===== config.mk =====
export PLATFORM = sky130hd
export DESIGN_NAME = spi_byte_sequencer_flat
export DESIGN_NICKNAME = d
export VERILOG_FILES = /design/src/rtl/spi_byte_sequencer_if.sv /design/src/rtl/spi_byte_sequencer.sv /design/src/flat_wrapper.sv
export SDC_FILE = /design/constraint.sdc
export NUM_CORES = 1
export LEC_CHECK = 0
export ABC_AREA = 1
export CAP_MARGIN = 5
export CORE_ASPECT_RATIO = 0.6
export CORE_MARGIN = 5
export CORE_UTILIZATION = 60
export CTS_CLUSTER_SIZE = 24
export DETAILED_ROUTE_END_ITERATION = 10
export PLACE_DENSITY = 0.9
export SYNTH_ARGS = -nofsm -noshare
export SYNTH_HDL_FRONTEND = slang
export SYNTH_SLANG_ARGS = --single-unit

===== constraint.sdc =====
create_clock -name clk -period 4.17 [get_ports clk]
set_input_delay 0.834 -clock clk [delete_from_list [all_inputs] [get_ports clk]]
set_output_delay 0.834 -clock clk [all_outputs]
set_load 0.02 [all_outputs]

===== src/rtl/spi_byte_sequencer_if.sv =====
// Byte-stream and SPI-driver handshake bundle for spi_byte_sequencer.
// master = producer/consumer/driver environment, slave = the sequencer.
interface spi_byte_sequencer_if;
  logic [7:0] tx_data;
  logic       tx_valid;
  logic       tx_ready;
  logic [7:0] rx_data;
  logic       rx_valid;
  logic       rx_ready;
  logic [7:0] drv_data_in;
  logic       drv_start;
  logic       drv_en;
  logic [7:0] drv_data_out;
  logic       busy;
  logic [4:0] tx_level;
  logic       err;

  modport master (
    output tx_data, tx_valid, rx_ready, drv_en, drv_data_out,
    input  tx_ready, rx_data, rx_valid, drv_data_in, drv_start, busy, tx_level, err
  );

  modport slave (
    input  tx_data, tx_valid, rx_ready, drv_en, drv_data_out,
    output tx_ready, rx_data, rx_valid, drv_data_in, drv_start, busy, tx_level, err
  );
endinterface


===== src/rtl/spi_byte_sequencer.sv =====
// Feeds bytes from a TX FIFO to a single-byte SPI driver and collects the replies.
// Define SPI_SEQ_RX_FIFO_EN to build the RX FIFO; otherwise received bytes are discarded.
module spi_byte_sequencer #(
  parameter int DEPTH      = 8,
  parameter int EN_TIMEOUT = 4
) (
  input  logic                 clk,
  input  logic                 rst,
  spi_byte_sequencer_if.slave  bus
);
  localparam int              AW     = $clog2(DEPTH);
  localparam int              TW     = (EN_TIMEOUT > 1) ? $clog2(EN_TIMEOUT) : 1;
  localparam logic [4:0]      FULL   = 5'(DEPTH);
  localparam logic [TW-1:0]   T_LAST = TW'(EN_TIMEOUT - 1);

  typedef enum logic [2:0] {IDLE, LAUNCH, WAIT_EN, WAIT_DONE, CAPTURE} state_t;

  state_t        r_state;
  state_t        w_state_next;

  logic [7:0]    r_tx_mem [DEPTH];
  logic [AW-1:0] r_tx_wptr;
  logic [AW-1:0] r_tx_rptr;
  logic [4:0]    r_tx_count;
  logic [7:0]    r_drv_data;
  logic [TW-1:0] r_tcnt;
  logic          r_err;

  logic          w_tx_push;
  logic          w_tx_pop;
  logic          w_launch_ok;
  logic          w_rx_push;
  logic          w_timeout;
  logic          w_drv_start;

  always_comb begin
    w_state_next = r_state;
    w_tx_pop     = 1'b0;
    w_rx_push    = 1'b0;
    w_timeout    = 1'b0;
    w_drv_start  = 1'b0;
    case (r_state)
      IDLE: begin
        if ((r_tx_count != 5'd0) && w_launch_ok) begin
          w_tx_pop     = 1'b1;
          w_state_next = LAUNCH;
        end
      end
      LAUNCH: begin
        w_drv_start  = 1'b1;
        w_state_next = WAIT_EN;
      end
      WAIT_EN: begin
        if (bus.drv_en) begin
          w_state_next = WAIT_DONE;
        end else if (r_tcnt == T_LAST) begin
          w_timeout    = 1'b1;
          w_state_next = IDLE;
        end
      end
      WAIT_DONE: begin
        if (!bus.drv_en) w_state_next = CAPTURE;
      end
      CAPTURE: begin
        w_rx_push    = 1'b1;
        w_state_next = IDLE;
      end
      default: w_state_next = IDLE;
    endcase
  end

  always_ff @(posedge clk or posedge rst) begin
    if (rst) r_state <= IDLE;
    else     r_state <= w_state_next;
  end

  // A full FIFO still accepts a push on the cycle the sequencer pops it.
  assign w_tx_push = bus.tx_valid && ((r_tx_count != FULL) || w_tx_pop);

  always_ff @(posedge clk) begin
    if (w_tx_push) r_tx_mem[r_tx_wptr] <= bus.tx_data;
  end

  always_ff @(posedge clk or posedge rst) begin
    if (rst) begin
      r_tx_wptr  <= '0;
      r_tx_rptr  <= '0;
      r_tx_count <= 5'd0;
    end else begin
      if (w_tx_push) r_tx_wptr <= r_tx_wptr + AW'(1);
      if (w_tx_pop)  r_tx_rptr <= r_tx_rptr + AW'(1);
      if (w_tx_push && !w_tx_pop)      r_tx_count <= r_tx_count + 5'd1;
      else if (!w_tx_push && w_tx_pop) r_tx_count <= r_tx_count - 5'd1;
    end
  end

  always_ff @(posedge clk or posedge rst) begin
    if (rst) begin
      r_drv_data <= 8'h00;
      r_tcnt     <= '0;
      r_err      <= 1'b0;
    end else begin
      if (w_tx_pop) r_drv_data <= r_tx_mem[r_tx_rptr];
      if (r_state == LAUNCH)                   r_tcnt <= '0;
      else if (r_state == WAIT_EN && !bus.drv_en) r_tcnt <= r_tcnt + TW'(1);
      if (w_timeout) r_err <= 1'b1;
    end
  end

`ifdef SPI_SEQ_RX_FIFO_EN
  logic [7:0]    r_rx_mem [DEPTH];
  logic [AW-1:0] r_rx_wptr;
  logic [AW-1:0] r_rx_rptr;
  logic [4:0]    r_rx_count;
  logic          w_rx_pop;

  // Launches only happen from IDLE, where nothing is in flight, so room for one byte suffices.
  assign w_launch_ok = (r_rx_count != FULL);
  assign w_rx_pop    = bus.rx_ready && (r_rx_count != 5'd0);

  always_ff @(posedge clk) begin
    if (w_rx_push) r_rx_mem[r_rx_wptr] <= bus.drv_data_out;
  end

  always_ff @(posedge clk or posedge rst) begin
    if (rst) begin
      r_rx_wptr  <= '0;
      r_rx_rptr  <= '0;
      r_rx_count <= 5'd0;
    end else begin
      if (w_rx_push) r_rx_wptr <= r_rx_wptr + AW'(1);
      if (w_rx_pop)  r_rx_rptr <= r_rx_rptr + AW'(1);
      if (w_rx_push && !w_rx_pop)      r_rx_count <= r_rx_count + 5'd1;
      else if (!w_rx_push && w_rx_pop) r_rx_count <= r_rx_count - 5'd1;
    end
  end

  assign bus.rx_valid = (r_rx_count != 5'd0);
  assign bus.rx_data  = r_rx_mem[r_rx_rptr];
`else
  logic w_unused;

  assign w_launch_ok  = 1'b1;
  assign bus.rx_valid = 1'b0;
  assign bus.rx_data  = 8'h00;
  assign w_unused     = &{1'b0, bus.rx_ready, bus.drv_data_out, w_rx_push};
`endif

  assign bus.tx_ready    = (r_tx_count != FULL);
  assign bus.tx_level    = r_tx_count;
  assign bus.busy        = (r_state != IDLE);
  assign bus.drv_start   = w_drv_start;
  assign bus.drv_data_in = r_drv_data;
  assign bus.err         = r_err;
endmodule


===== src/flat_wrapper.sv =====
// flat-port wrapper written by rule: the top's interface ports become plain ports
module spi_byte_sequencer_flat 
#(
  parameter int DEPTH      = 8,
  parameter int EN_TIMEOUT = 4
)
  (clk, rst, bus_tx_data, bus_tx_valid, bus_rx_ready, bus_drv_en, bus_drv_data_out, bus_tx_ready, bus_rx_data, bus_rx_valid, bus_drv_data_in, bus_drv_start, bus_busy, bus_tx_level, bus_err);
  spi_byte_sequencer_if bus_i ();
  input  logic clk;
  input  logic rst;
  input wire logic [$bits(bus_i.tx_data)-1:0] bus_tx_data;
  input wire logic [$bits(bus_i.tx_valid)-1:0] bus_tx_valid;
  input wire logic [$bits(bus_i.rx_ready)-1:0] bus_rx_ready;
  input wire logic [$bits(bus_i.drv_en)-1:0] bus_drv_en;
  input wire logic [$bits(bus_i.drv_data_out)-1:0] bus_drv_data_out;
  output wire logic [$bits(bus_i.tx_ready)-1:0] bus_tx_ready;
  output wire logic [$bits(bus_i.rx_data)-1:0] bus_rx_data;
  output wire logic [$bits(bus_i.rx_valid)-1:0] bus_rx_valid;
  output wire logic [$bits(bus_i.drv_data_in)-1:0] bus_drv_data_in;
  output wire logic [$bits(bus_i.drv_start)-1:0] bus_drv_start;
  output wire logic [$bits(bus_i.busy)-1:0] bus_busy;
  output wire logic [$bits(bus_i.tx_level)-1:0] bus_tx_level;
  output wire logic [$bits(bus_i.err)-1:0] bus_err;
  assign bus_i.tx_data = bus_tx_data;
  assign bus_i.tx_valid = bus_tx_valid;
  assign bus_i.rx_ready = bus_rx_ready;
  assign bus_i.drv_en = bus_drv_en;
  assign bus_i.drv_data_out = bus_drv_data_out;
  assign bus_tx_ready = bus_i.tx_ready;
  assign bus_rx_data = bus_i.rx_data;
  assign bus_rx_valid = bus_i.rx_valid;
  assign bus_drv_data_in = bus_i.drv_data_in;
  assign bus_drv_start = bus_i.drv_start;
  assign bus_busy = bus_i.busy;
  assign bus_tx_level = bus_i.tx_level;
  assign bus_err = bus_i.err;
  spi_byte_sequencer #(.DEPTH(DEPTH), .EN_TIMEOUT(EN_TIMEOUT)) u_core (.clk(clk), .rst(rst), .bus(bus_i));
endmodule

==> out/results.tsv <==
stage	metric	value	unit
clocking	clockBufferDepth	2	
sta	rsz0062_at_grt	no	
clocking	h-tree-depth	3	
logic_synthesis	synth_area	4230	um2
setup_path	path_cells	clkdlybuf4s50_1, nand2_2, inv_1, ha_1, inv_1, ha_1, or2_2, nand2_1, nand2_1, nand2_1, nand2_1, nand2_1	
setup_path	slowest_delay	540	ps
power	p_leak	2.20	nW
sta	setup_tns	0	ps
global_route	antenna_found_initial	0	
global_route	grt_first_pass_wirelength	13800	um
route	avgRoutedWirePerCell	15.8	um
logic_synthesis	synth_cell_types	35	
min_path	min_path_type	reg -> reg	
sta	skew	9.19	ps
sta	slew-limit-headroom	0.335	
floorplanning	placementRows	23	
job	max_cap_violations	0	
setup_path	reg2reg_from	u_core.bus.tx_level[2]	
logic_synthesis	ys_ff_latch	89	
floorplanning	dieArea	8880	um2
clocking	post_cts_buffers	0	
floorplanning	core	6760	um2
route	wirelength	8580	um
route	drt-initial-drc-count	290	
setup_path	r2r_cells	13	
logic_synthesis	ys.flop_type	edfxtp_1	
finish	antennaDiodeCount	0	
finish	final_cell_mix	nand2_1 (129), inv_1 (66), edfxtp_1 (64)	
placement	dpl.hpwl	5520	um
sta	hold_viol	0	
route	drt_first_pass_iters	5	
sta	holdWs	477	ps
setup_path	arrival	2970	ps
setup_path	start_kind	primary input	
floorplanning	initial_utilization	0.625	
setup_path	cp-end-kind	flip-flop	
setup_path	cp_slowest_cell	clkdlybuf4s50_1	
finish	drive_above_1_share	0.107	
global_route	overflow	0	
logic_synthesis	syn_area_per_cell	10.0	um2
clocking	cts_made_buffers	9	
min_path	hold_path_end	u_core.bus.drv_data_in[6]	
logic_synthesis	syn_inst	422	
clocking	holdBufCountCts	0	
clocking	clock-sinks	89	
sta	finalCritPeriodShare	0.647	
sta	worstMarginPinSlew	997	ps
clocking	cts_root_buf	clkbuf_16	
min_path	min-delay-start	u_core.bus.drv_data_in[6]	
outcome	status	completed	
logic_synthesis	synth_top_area_share	0.454	
clocking	path_clk_slew	60	ps
logic_synthesis	async_reset_ff_frac	0.281	
setup_path	worstPathRequired	4440	ps
finish	syn_to_final_growth	14.1	%
global_route	grt_pass1_vias	2826	
route	vias_per_cell	5.38	
logic_synthesis	synth_edf_count	64	
clocking	clock_latency	340	ps
floorplanning	fp.dieW	118	um
sta	final_max_slew_viol_count	0	
route	via_count	2929	
placement	port_buffers	28	
route	ant_nets	0	
clocking	cts_tree	yes	
global_route	grt_usage	0.206	
route	drc	0	
logic_synthesis	ys_seq_area_frac	0.602	
placement	gp_congestion	0.791	
logic_synthesis	yosys-top-cells-area	edfxtp_1 (45%), dfrtp_1 (15%), nand2_1 (11%), nand3_1 (6.0%), inv_1 (5.9%)	
min_path	hold_depth	2	
finish	mostFrequentLayoutCell	nand2_1	
logic_synthesis	synth_warnings	0	
setup_path	rr_endpoint	u_core.bus.tx_level[4]	
setup_path	cp_common_cell	nand2_1	
power	peakVddDrop	468	uV
clocking	cts-resized-gates	0	
power	powerDensity	767	nW/um2
floorplanning	io_pins	47	
global_route	grt_max_degree	35	
sta	setup_viol	0	
sta	fin_crit	2700	ps
setup_path	crit_fanout	8	
floorplanning	die_y	75.0	um
sta	fmax	371	MHz
setup_path	ff2ff_setup_slack	1680	ps
setup_path	worstSetupPathType	in -> reg	
logic_synthesis	yosys.area.top_type	edfxtp_1	
finish	fin_nets	482	
## registers in the layout, indices dropped and copies added, names as in the netlist
register                flops
u_core.r_tx_mem            64
u_core.r_tcnt               2
u_core.r_tx_rptr            3
u_core.r_tx_wptr            3
u_core.r_state              3
u_core.bus.tx_level         5
u_core.bus.err              1
u_core.bus.drv_data_in      8
## per-stage QoR
stage                     instances   util  area, um2  setup WS [ps]  power, W
after global placement          528  0.666       4500           1320   0.00276
after global routing            544  0.713       4820           1400   0.00393
final                           544  0.713       4820           1470   0.00370
after CTS                       544  0.713       4820           1520   0.00369
after detailed placement        528  0.666       4500           1240   0.00284
after floorplan                 430      -       4260           1950   0.00247
## metal layers
metal / global-route usage / wire length (um) / vias up
li1: - / - / 1392
met1: 0.269 / 3650 / 1372
met2: 0.341 / 4110 / 142
met3: 0.0511 / 657 / 23
met4: 0.0843 / 163 / 0
met5: 0 / 0 / -
## report_power, final
part	leakage [nW]	internal [W]	switching, W
logic	1.15	0.000555	0.000982
registers	0.888	0.00116	0.000172
clock network	0.155	0.000495	0.000332
## cells in the mapped netlist (2+ instances only)
cell type / number
nor2_1: 8
nand2_4: 2
ha_1: 8
nand3_2: 10
dfrtp_1: 25
buf_4: 13
nor3_1: 5
xor2_1: 3
buf_6: 4
inv_2: 3
edfxtp_1: 64
nand3_1: 51
inv_1: 66
buf_2: 3
inv_4: 2
nor2_4: 2
o21ai_0: 5
nor2_2: 3
nand2_1: 129
## cell families (layout without fill, tap and decap cells)
logic type	Yosys count	in the layout	share of synthesized area
AO/OA/AOI/OAI	9	9	0.0121
adder cells (fa/ha/maj)	9	9	0.0284
XOR/XNOR	5	5	0.0121
buffers and inverters	94	121	0.108
AND/OR/NAND/NOR	215	215	0.236
flip-flops	89	89	0.602
other	1	9	0.000887
## critical path, delay by kind of cell
| family | cells | cell delay (ps) |
|---|---|---|
| adders and majority gates | 2 | 550 |
| buffers and inverters | 3 | 750 |
| and+or+nand+nor | 7 | 820 |
## layout make-up
cell class / instances / area, um2
tap: 87 / 109
sequential: 89 / 2550
clock buffer: 12 / 289
clock inverter: 4 / 30.0
timing repair buffer: 33 / 318
multi-input combinational: 247 / 1250
fill: 441 / 1940
inverter: 72 / 277
## how the worst max path moves through the flow
| stage | start | endpoint |
|---|---|---|
| 2_1_floorplan | u_core.bus.tx_level[2] | u_core.bus.tx_level[4] |
| 3_3_place_gp | bus_tx_valid | u_core.bus.tx_level[4] |
| 3_5_place_dp | bus_tx_valid | u_core.bus.tx_level[4] |
| 4_1_cts | bus_tx_valid | u_core.bus.tx_level[4] |
| 5_1_grt | bus_tx_valid | u_core.bus.tx_level[4] |
| 6_report | bus_tx_valid | u_core.bus.tx_level[4] |
Note: power is estimated with default switching activity, not from simulation.
